## config.mk

```make
export PLATFORM = sky130hd
export DESIGN_NAME = instr_decode_stage
export DESIGN_NICKNAME = d
export VERILOG_FILES = /design/src/rtl/rv_isa_pkg.sv /design/src/rtl/rv_field_decode.sv /design/src/rtl/instr_decode_stage.sv
export SDC_FILE = /design/constraint.sdc
export NUM_CORES = 1
export LEC_CHECK = 0
export CAP_MARGIN = 20
export CORE_MARGIN = 3
export CORE_UTILIZATION = 25
export DETAILED_ROUTE_END_ITERATION = 6
export PLACE_DENSITY = 0.43
export SYNTH_ARGS = -nofsm -noshare
export SYNTH_HDL_FRONTEND = slang
export SYNTH_SLANG_ARGS = --single-unit
```

## constraint.sdc

```tcl
create_clock -name CLK -period 3.2 [get_ports CLK]
set_clock_uncertainty 0.2 [all_clocks]
set_input_delay 0.8 -clock CLK [delete_from_list [all_inputs] [get_ports CLK]]
set_output_delay 0.8 -clock CLK [all_outputs]
set_load 0.1 [all_outputs]
```

## src/rtl/rv_isa_pkg.sv

```systemverilog
// Shared RV32I decode definitions: opcodes, format codes, decoded bundle and
// the storage states of the decode stage.
package rv_isa_pkg;

    localparam int XLEN = 32;

    localparam logic [6:0] OP_R      = 7'b0110011;
    localparam logic [6:0] OP_IMM    = 7'b0010011;
    localparam logic [6:0] OP_LOAD   = 7'b0000011;
    localparam logic [6:0] OP_JALR   = 7'b1100111;
    localparam logic [6:0] OP_STORE  = 7'b0100011;
    localparam logic [6:0] OP_BRANCH = 7'b1100011;
    localparam logic [6:0] OP_LUI    = 7'b0110111;
    localparam logic [6:0] OP_AUIPC  = 7'b0010111;
    localparam logic [6:0] OP_JAL    = 7'b1101111;

    // FMT_NONE is zero so a reset bundle reads as "no format".
    localparam logic [2:0] FMT_NONE = 3'd0;
    localparam logic [2:0] FMT_R    = 3'd1;
    localparam logic [2:0] FMT_I    = 3'd2;
    localparam logic [2:0] FMT_S    = 3'd3;
    localparam logic [2:0] FMT_B    = 3'd4;
    localparam logic [2:0] FMT_U    = 3'd5;
    localparam logic [2:0] FMT_J    = 3'd6;

    typedef struct packed {
        logic [6:0]  opcode;
        logic [2:0]  fmt;
        logic [4:0]  rd;
        logic [4:0]  rs1;
        logic [4:0]  rs2;
        logic [2:0]  funct3;
        logic [6:0]  funct7;
        logic [31:0] imm;
        logic        illegal;
    } dec_t;

    typedef enum logic [1:0] {
        ST_EMPTY = 2'd0,
        ST_ONE   = 2'd1,
        ST_TWO   = 2'd2
    } stage_state_e;

endpackage

```

## src/rtl/rv_field_decode.sv

```systemverilog
// Combinational RV32I field splitter; fields a format does not carry are forced
// to zero so each per-format ALU can consume them directly.
module rv_field_decode
    import rv_isa_pkg::*;
(
    input  logic [31:0] instr,
    output logic [6:0]  opcode,
    output logic [2:0]  fmt,
    output logic [4:0]  rd,
    output logic [4:0]  rs1,
    output logic [4:0]  rs2,
    output logic [2:0]  funct3,
    output logic [6:0]  funct7,
    output logic [31:0] imm,
    output logic        illegal
);

    always_comb begin
        opcode  = instr[6:0];
        fmt     = FMT_NONE;
        rd      = '0;
        rs1     = '0;
        rs2     = '0;
        funct3  = '0;
        funct7  = '0;
        imm     = '0;

        // Every legal opcode ends in 2'b11, so a full 7-bit match also
        // rejects compressed/reserved encodings.
        case (instr[6:0])
            OP_R:                      fmt = FMT_R;
            OP_IMM, OP_LOAD, OP_JALR:  fmt = FMT_I;
            OP_STORE:                  fmt = FMT_S;
            OP_BRANCH:                 fmt = FMT_B;
            OP_LUI, OP_AUIPC:          fmt = FMT_U;
            OP_JAL:                    fmt = FMT_J;
            default:                   fmt = FMT_NONE;
        endcase
        illegal = (fmt == FMT_NONE);

        case (fmt)
            FMT_R: begin
                rd = instr[11:7]; rs1 = instr[19:15]; rs2 = instr[24:20];
                funct3 = instr[14:12]; funct7 = instr[31:25];
            end
            FMT_I: begin
                rd = instr[11:7]; rs1 = instr[19:15]; funct3 = instr[14:12];
                imm = {{20{instr[31]}}, instr[31:20]};
            end
            FMT_S: begin
                rs1 = instr[19:15]; rs2 = instr[24:20]; funct3 = instr[14:12];
                imm = {{20{instr[31]}}, instr[31:25], instr[11:7]};
            end
            FMT_B: begin
                rs1 = instr[19:15]; rs2 = instr[24:20]; funct3 = instr[14:12];
                imm = {{19{instr[31]}}, instr[31], instr[7], instr[30:25], instr[11:8], 1'b0};
            end
            FMT_U: begin
                rd = instr[11:7];
                imm = {instr[31:12], 12'b0};
            end
            FMT_J: begin
                rd = instr[11:7];
                imm = {{11{instr[31]}}, instr[31], instr[19:12], instr[20], instr[30:21], 1'b0};
            end
            default: ;
        endcase
    end

endmodule

```

## src/rtl/instr_decode_stage.sv

```systemverilog
// RV32I decode stage: one registered output slot plus a one-entry skid buffer,
// so oINSTR_READY can be a flop while still sustaining one word per cycle.
module instr_decode_stage
    import rv_isa_pkg::*;
#(
    parameter int XLEN  = rv_isa_pkg::XLEN,
    parameter int CNT_W = 32
) (
    input  logic             CLK,
    input  logic             RST_N,
    input  logic             iFLUSH,
    input  logic [31:0]      iINSTR,
    input  logic [XLEN-1:0]  iPC,
    input  logic             iINSTR_VALID,
    output logic             oINSTR_READY,
    output logic             oVALID,
    input  logic             iREADY,
    output logic [XLEN-1:0]  oPC,
    output logic [6:0]       oOPCODE,
    output logic [2:0]       oFMT,
    output logic [4:0]       oRD,
    output logic [4:0]       oRS1,
    output logic [4:0]       oRS2,
    output logic [2:0]       oFUNCT3,
    output logic [6:0]       oFUNCT7,
    output logic [XLEN-1:0]  oIMM,
    output logic             oILLEGAL,
    output logic [CNT_W-1:0] oDEC_CNT
);

    dec_t in_dec;

    rv_field_decode u_field_decode (
        .instr   (iINSTR),
        .opcode  (in_dec.opcode),
        .fmt     (in_dec.fmt),
        .rd      (in_dec.rd),
        .rs1     (in_dec.rs1),
        .rs2     (in_dec.rs2),
        .funct3  (in_dec.funct3),
        .funct7  (in_dec.funct7),
        .imm     (in_dec.imm),
        .illegal (in_dec.illegal)
    );

    stage_state_e    state_q, state_d;
    logic            ready_q, ready_d;
    dec_t            out_dec_q, out_dec_d, skid_dec_q, skid_dec_d;
    logic [XLEN-1:0] out_pc_q, out_pc_d, skid_pc_q, skid_pc_d;
    logic [CNT_W-1:0] cnt_q, cnt_d;
    logic            in_fire, out_fire;

    assign in_fire  = iINSTR_VALID & ready_q;
    assign out_fire = (state_q != ST_EMPTY) & iREADY;

    always_ff @(posedge CLK or negedge RST_N) begin
        if (!RST_N) begin
            state_q    <= ST_EMPTY;
            ready_q    <= 1'b1;
            out_dec_q  <= '0;
            skid_dec_q <= '0;
            out_pc_q   <= '0;
            skid_pc_q  <= '0;
            cnt_q      <= '0;
        end else begin
            state_q    <= state_d;
            ready_q    <= ready_d;
            out_dec_q  <= out_dec_d;
            skid_dec_q <= skid_dec_d;
            out_pc_q   <= out_pc_d;
            skid_pc_q  <= skid_pc_d;
            cnt_q      <= cnt_d;
        end
    end

    always_comb begin
        state_d = state_q;
        if (iFLUSH) begin
            state_d = ST_EMPTY;
        end else begin
            case (state_q)
                ST_EMPTY: if (in_fire) state_d = ST_ONE;
                ST_ONE: begin
                    if (in_fire && !out_fire)      state_d = ST_TWO;
                    else if (!in_fire && out_fire) state_d = ST_EMPTY;
                end
                ST_TWO:   if (out_fire) state_d = ST_ONE;
                default:  state_d = ST_EMPTY;
            endcase
        end
    end

    // Datapath loads; flush only resets occupancy, stale payload is harmless.
    always_comb begin
        out_dec_d  = out_dec_q;
        out_pc_d   = out_pc_q;
        skid_dec_d = skid_dec_q;
        skid_pc_d  = skid_pc_q;
        ready_d    = (state_d != ST_TWO);
        cnt_d      = cnt_q;
        if (!iFLUSH) begin
            if (in_fire)
                cnt_d = cnt_q + 1'b1;
            if (in_fire && (state_q == ST_EMPTY || out_fire)) begin
                out_dec_d = in_dec;
                out_pc_d  = iPC;
            end else if (in_fire && state_q == ST_ONE) begin
                skid_dec_d = in_dec;
                skid_pc_d  = iPC;
            end else if (state_q == ST_TWO && out_fire) begin
                out_dec_d = skid_dec_q;
                out_pc_d  = skid_pc_q;
            end
        end
    end

    always_comb begin
        oINSTR_READY = ready_q;
        oVALID       = (state_q != ST_EMPTY);
        oPC          = out_pc_q;
        oOPCODE      = out_dec_q.opcode;
        oFMT         = out_dec_q.fmt;
        oRD          = out_dec_q.rd;
        oRS1         = out_dec_q.rs1;
        oRS2         = out_dec_q.rs2;
        oFUNCT3      = out_dec_q.funct3;
        oFUNCT7      = out_dec_q.funct7;
        oIMM         = out_dec_q.imm;
        oILLEGAL     = out_dec_q.illegal;
        oDEC_CNT     = cnt_q;
    end

endmodule

```

==> results by group, run 1 <==
Timing
  – Setup TNS: 0 ns
  – Max_slew headroom: 0.379
  – Final period utilization: 0.822
  – Shortest period the worst path allows: 2.63 ns
  – RSZ-0062 raised after global routing: no
  – Maximum frequency from static timing analysis: 380 MHz
  – Hold Fails Final Rpt: 0
  – Count of final setup violators: 0
  – Actual slew at the worst max-slew pin: 0.925 ns
  – Slew Viols, Final: 0
  – Post-route worst hold slack: about 0.27 ns

Synthesis
  – Parity-gate share of the synthesized area counting xor and xnor cells: 0.0269
  – Post-synthesis async set-or-reset flop share: 1.00
  – Post-synthesis mux area share: 0.0354
  – Per-instance average area after synthesis: 9.91 µm²
  – Post-Synth Simple-Gate Area: 0.168
  – Post-Syn Instances: 1086
  – Cell type with the largest total area after synthesis: sky130_fd_sc_hd__dfrtp_1
  – Total of flip-flops plus latches after synthesis: 235
  – Fraction of synthesized cell area taken by the top area cell type: 0.544
  – Count of different cell masters after synthesis: 61
  – Syn Nets: 1156
  – Synthesized area: 10800 µm²
  – Flip-flop cell with the highest count after synthesis: sky130_fd_sc_hd__dfrtp_1
  – Adder-Cell Fraction of Synth Area: 0.00116
  – Number of flops mapped to enable cells by yosys: 0
  – Warnings from Yosys: 0
  – Area contributors post-synth: sky130_fd_sc_hd__dfrtp_1, sky130_fd_sc_hd__nand2_1, sky130_fd_sc_hd__o21ai_0
  – Main combinational cell family by area after synthesis: compound AO/OA/AOI/OAI gates
  – Synth Area in Compound Gates: 0.181
  – Portion of the post-synthesis area used by sequential elements: 0.547

Floorplanning
  – Total die area: 45600 µm²
  – Horizontal extent of the die: 213 µm
  – Core area: 42200 µm²
  – Number of core rows: 75
  – # IOs: 203
  – Die H: 213 µm
  – Starting density of the core: 0.255

Finish
  – Most frequent standard cell in the layout excluding fill and tap cells: sky130_fd_sc_hd__dfrtp_1
  – Area of all placed cells without fillers: between 10000 and 15000 µm²
  – Final Non-Filler Cells: 1848
  – Share of layout cells above drive strength 1: 0.202
  – Most used cells in the layout excluding fill and tap cells: sky130_fd_sc_hd__dfrtp_1, sky130_fd_sc_hd__nand2_1, sky130_fd_sc_hd__buf_4, sky130_fd_sc_hd__o21ai_0, sky130_fd_sc_hd__clkdlybuf4s50_1
  – Area growth, synth to finish: 32.4%
  – Final #Nets: 1356
  – Number of filler cells placed in the layout: 4386

Route
  – Avg WL per Cell: 20.1 µm
  – Total wirelength of the detailed-routed design: 37100 µm
  – Vias: around 9100
  – Number of DRC markers after the initial detailed-route iteration: between 600 and 700
  – Remaining DRCs: 0
  – Detailed-router iteration count before antenna repair: 5
  – Post-DR vias/cell: 4.92
  – ANT nets after route: 0

Power
  – Share of total power consumed by net switching: 0.414
  – Gate power share: 0.336
  – Ratio of total power to cell area: 746 nW/µm²
  – Internal Pwr Total: around 6.2 mW
  – Net load switching power: approximately 4.4 mW
  – Share of power burned in the clock network: 0.306
  – Sequential share of power: 0.357
  – Highest ir drop seen on vdd: between 0.3 and 0.4 mV
  – P_leak: 6.46 nW

Global route
  – Overall track demand over capacity in global routing: 0.162
  – Maximum number of pins on one net before global-route repair: between 60 and 70
  – Number of antenna violations at the first check in global routing: 3
  – Layer with the highest usage: met2
  – Met2 Use GR: 0.263
  – Overflow left after global routing: 0
  – Met3 track demand over resource: 0.0363
  – Via count of the first global-routing pass: 9269
  – Wire length of the first global-routing pass: 57400 µm
  – M1 GR Usage: 0.223

Critical path
  – Critical Path Fanout Max: 8
  – CP startpoint kind: flop
  – Endpoint arrival time on the critical path: 1.63 ns
  – Buf/Inv on CP: 1
  – Critical path class: flop to output port
  – Required arrival time at the worst endpoint: around 2.2 ns
  – Delay of the slowest cell on the worst path: 0.49 ns
  – Critical path, cell by cell: or2_2 -> buf_4
  – Setup crit end kind: output port
  – Slowest cell on the critical path: sky130_fd_sc_hd__dfrtp_1
  – Largest delay contributor family on the critical path: flip-flops

Place
  – # port buffers: 202
  – Standard cell area after detailed placement: roughly 13000 µm²
  – Number of cells in the design after placement: 1793
  – Detailed Place HPWL: 24600 µm
  – Final weighted congestion in routability-driven placement: 0.761

Clock tree
  – Post-CTS Hold Buffers: 1
  – Max H-tree Level: 1
  – Number of buffers on the longest clock path: 3
  – Post-cts gate resize count: 0
  – Number of clock sinks: 235
  – Clock-pin slew on the worst setup and hold paths: ~0.060 ns
  – # Post-CTS Setup Buffers: 0
  – Total clock buffers created by CTS: 29
  – Clk Latency, worst-skew pair: 0.55 ns
  – TritonCTS clock tree: built
  – Root buffer selected by CTS: sky130_fd_sc_hd__clkbuf_16

Run
  – Max-cap violations: 0

Outcome
  – Status: finished, final reports clean

Worst hold path
  – Type of the worst min-delay path: flop to flop
-- through the flow --
step           worst slack, ns  power, mW  utilization
2_1_floorplan            0.666       6.41            -
3_3_place_gp             0.164       7.45        0.315
3_5_place_dp            0.0700       7.47        0.315
4_1_cts                  0.532       10.8        0.337
5_1_grt                  0.517       11.1        0.337
6_report                 0.569       10.6        0.337
-- cell usage after synthesis, drive strengths merged, types with 2 or more instances --
cell type / count
or2: 5
nand4b: 4
dfrtp: 234
or3b: 2
a221oi: 15
nand2: 199
and4: 3
a22o: 12
and3: 8
or4b: 2
xor2: 14
nor3: 15
nor4: 23
mux2i: 38
and2: 7
a211oi: 29
inv: 19
o22a: 5
a211o: 7
nand4: 19
a21boi: 7
o31ai: 12
a2bb2oi: 15
a32oi: 12
nand3: 39
buf: 35
o21bai: 2
nor2: 38
a21oi: 26
or3: 5
nand2b: 5
nand3b: 5
a31oi: 8
xnor2: 19
clkbuf: 53
o21ai: 133
-- sequential cells by signal (all words and copies together), names as in the netlist --
name,flops
oRD,5
skid_pc_q,32
oINSTR_READY,1
oPC,32
oFUNCT7,7
oDEC_CNT,32
oFUNCT3,3
oOPCODE,7
oRS1,5
oRS2,5
skid_dec_q,68
oIMM,32
oFMT,3
oILLEGAL,1
state_q,2
-- worst reg2reg max path, cell delays in order, from the launching register on --
cell                       delay, ns
sky130_fd_sc_hd__dfrtp_1        0.49
sky130_fd_sc_hd__o21bai_2       0.47
sky130_fd_sc_hd__a21boi_4       0.10
sky130_fd_sc_hd__or2_2          0.35
sky130_fd_sc_hd__buf_12         0.19
sky130_fd_sc_hd__a221oi_1       0.32
-- layout make-up --
class,instances,area (µm²),share of cell area
Clock buffer,43,828,0.0582
Antenna cell,1,2.50,0.000176
Multi-Input combinational cell,744,4440,0.312
Tap cell,539,674,0.0473
Sequential cell,235,5880,0.413
Inverter,19,71.3,0.00501
Timing Repair Buffer,257,2240,0.157
Clock inverter,10,100,0.00703
-- power by group through the flow --
| stage | Clock (mW) | Combinational, mW | Sequential [mW] |
|---|---|---|---|
| 2_1_floorplan | 0 | 0.732 | 5.68 |
| 3_3_place_gp | 0 | 3.61 | 3.84 |
| 3_5_place_dp | 0 | 3.62 | 3.85 |
| 4_1_cts | 3.38 | 3.62 | 3.80 |
| 5_1_grt | 3.49 | 3.77 | 3.87 |
| 6_report | 3.25 | 3.58 | 3.80 |
-- layer usage --
layer | part of all wire | wire, µm
met1 | 0.45 | 16800
met2 | 0.47 | 17500
met3 | 0.056 | 2090
met4 | 0.017 | 617
met5 | 0.00092 | 34
-- path summary, 6_finish.rpt --
check | start | end | slack [ns] | depth (start not counted)
setup / recovery | state_q[1]$_DFF_PN0_ | oVALID | 0.57 | 2
hold / removal | oDEC_CNT[31]$_DFFE_PN0P_ | oDEC_CNT[31]$_DFFE_PN0P_ | 0.27 | 1
setup reg to reg | state_q[1]$_DFF_PN0_ | oIMM[25]$_DFFE_PN0P_ | 0.97 | 5
hold reg to reg | oDEC_CNT[31]$_DFFE_PN0P_ | oDEC_CNT[31]$_DFFE_PN0P_ | 0.27 | 1
max in group asynchronous | RST_N | oPC[18]$_DFFE_PN0P_ | 1.37 | 3
min in group asynchronous | RST_N | skid_dec_q[42]$_DFFE_PN0P_ | 0.59 | 2
-- cells by family after synthesis --
family | after synthesis
AND/OR/NAND/NOR | 382
AO/OA/AOI/OAI | 290
flip-flops | 235
buffers and inverters | 107
multiplexers | 38
XOR/XNOR | 33
adder cells (fa/ha/maj) | 1
Note: power is estimated with default switching activity, not from simulation.
==> run 2, diff against run 1 <==
==> constraint.sdc (replaced) <==
create_clock -name CLK -period 2.5 [get_ports CLK]
set_clock_uncertainty 0.2 [all_clocks]
set_input_delay 0.625 -clock CLK [delete_from_list [all_inputs] [get_ports CLK]]
set_output_delay 0.625 -clock CLK [all_outputs]
set_load 0.1 [all_outputs]
==> results by group, run 2 (synthesis gave the netlist of run 1 again) <==
Global route
  – Maximum number of pins on one net before global-route repair: 60
  – Via count of the first global-routing pass: between 9000 and 10000
  – Overall track demand over capacity in global routing: 0.165
  – Number of antenna violations at the first check in global routing: 1
  – Wire length of the first global-routing pass: 58900 µm
  – Overflow left after global routing: 0

Finish
  – Most used cells in the layout excluding fill and tap cells: sky130_fd_sc_hd__dfrtp_1, sky130_fd_sc_hd__buf_4, sky130_fd_sc_hd__nand2_1, sky130_fd_sc_hd__o21ai_0, sky130_fd_sc_hd__clkdlybuf4s50_1
  – Final #Nets: 1424
  – Most frequent standard cell in the layout excluding fill and tap cells: sky130_fd_sc_hd__dfrtp_1
  – Area of all placed cells without fillers: 15100 µm²
  – Max reg flops: slightly below 70
  – Diode count: 0
  – Area growth, synth to finish: 40.1%
  – Final Non-Filler Cells: 1917
  – Share of layout cells above drive strength 1: 0.246
  – Post-layout util: 0.357
  – Most flops, register: skid_dec_q

Place
  – # port buffers: 202
  – Final weighted congestion in routability-driven placement: 0.760
  – Detailed Place HPWL: roughly 26000 µm
  – Standard cell area after detailed placement: 14100 µm²
  – Number of cells in the design after placement: roughly 1900

Critical path
  – Setup crit end kind: output port
  – Delay of the slowest cell on the worst path: approximately 0.47 ns
  – Critical path, cell by cell: or2_2 -> buf_12
  – Critical Path Fanout Max: 6
  – Required arrival time at the worst endpoint: between 1.5 and 2 ns
  – Critical path class: flop to output port
  – CP startpoint kind: flop
  – Slowest cell on the critical path: sky130_fd_sc_hd__dfrtp_1
  – Endpoint arrival time on the critical path: approximately 1.6 ns

Clock tree
  – Post-cts gate resize count: 0
  – Root buffer selected by CTS: sky130_fd_sc_hd__clkbuf_16
  – Clock-pin slew on the worst setup and hold paths: approximately 0.06 ns
  – Total clock buffers created by CTS: 30
  – Max H-tree Level: 1
  – # Post-CTS Setup Buffers: 0
  – Number of buffers on the longest clock path: 3
  – Number of clock sinks: 235
  – Clk Latency, worst-skew pair: 0.56 ns
  – Post-CTS Hold Buffers: 1
  – TritonCTS clock tree: built

Route
  – Number of DRC markers after the initial detailed-route iteration: 559
  – Avg WL per Cell: 19.8 µm
  – Vias: 9327
  – Total wirelength of the detailed-routed design: 37900 µm
  – Post-DR vias/cell: 4.87
  – Detailed-router iteration count before antenna repair: 7
  – Remaining DRCs: 0
  – ANT nets after route: 0

Floorplanning
  – Starting density of the core: 0.255
  – Horizontal extent of the die: 213 µm
  – Total die area: 45600 µm²
  – Number of core rows: 75
  – Die H: 213 µm
  – Core area: about 42000 µm²
  – # IOs: a little over 200

Timing
  – Slew Viols, Final: 0
  – Final period utilization: 0.956
  – Shortest period the worst path allows: 2.39 ns
  – Max_slew headroom: 0.563
  – Count of final setup violators: 0
  – Actual slew at the worst max-slew pin: around 0.66 ns
  – RSZ-0062 raised after global routing: no
  – Maximum frequency from static timing analysis: 418 MHz
  – Hold Fails Final Rpt: 0

Outcome
  – Status: finished, final reports clean

Power
  – Ratio of total power to cell area: 924 nW/µm²
  – P_leak: 6.88 nW
  – Total design power: around 14 mW
  – Highest ir drop seen on vdd: 0.525 mV

Worst hold path
  – Type of the worst min-delay path: flop to flop

Run
  – Max-cap violations: 0
[run 2: changes by cell type in the layout (fill, tap and decap cells not counted), sizes merged]
cell,delta
buf,+67
clkinv,+1
clkinvlp,+2
diode,-1
[run 2: critical path, delay by kind of cell (launching register included)]
| family | cells | cell delay [ns] |
|---|---|---|
| DFF | 1 | 0.47 |
| and+or+nand+nor | 1 | 0.37 |
| buffers and inverters | 1 | 0.18 |
[run 2: layout make-up]
cell class | instances | area [µm²]
fill | 4316 | 27200
sequential | 235 | 5890
multi-input combinational | 744 | 4440
timing repair buffer | 324 | 3000
clock buffer | 43 | 871
tap | 539 | 674
clock inverter | 13 | 120
inverter | 19 | 71.3
[run 2: final timing paths]
path,startpoint,slack [ns],depth (start not counted),endpoint
hold / removal,skid_dec_q[12]$_DFFE_PN0P_,0.27,2,skid_dec_q[12]$_DFFE_PN0P_
setup / recovery,state_q[1]$_DFF_PN0_,0.11,2,oVALID
setup reg to reg,oINSTR_READY$_DFF_PN1_,0.30,7,oIMM[30]$_DFFE_PN0P_
max in group asynchronous,RST_N,1.02,3,oPC[10]$_DFFE_PN0P_
min in group asynchronous,RST_N,0.37,2,oFUNCT3[1]$_DFFE_PN0P_
hold reg to reg,skid_dec_q[12]$_DFFE_PN0P_,0.27,2,skid_dec_q[12]$_DFFE_PN0P_
[run 2: layer usage]
| layer | vias to the layer above | wire (µm) | track usage |
|---|---|---|---|
| li1 | 4423 | - | - |
| met1 | 4643 | 17500 | 0.233 |
| met2 | 216 | 17600 | 0.264 |
| met3 | 43 | 2050 | 0.0293 |
| met4 | 2 | 664 | 0.0392 |
| met5 | - | 13 | 0 |
[run 2: power breakdown]
group	internal (mW)	switching [mW]	leakage (nW)
Combinational	1.18	3.56	3.35
Sequential	4.44	0.414	3.05
Clock	2.61	1.71	0.490
Total	8.23	5.68	6.88
[run 2: through the flow]
step                      hold WS [ns]  worst slack [ns]  TNS, ns
after floorplan                  0.129            0.0215        0
after detailed placement         0.257            -0.418   -41.27
after CTS                        0.271            0.0594        0
final                            0.269             0.109        0
after global placement           0.252            -0.411   -41.18
after global routing             0.293            0.0346        0
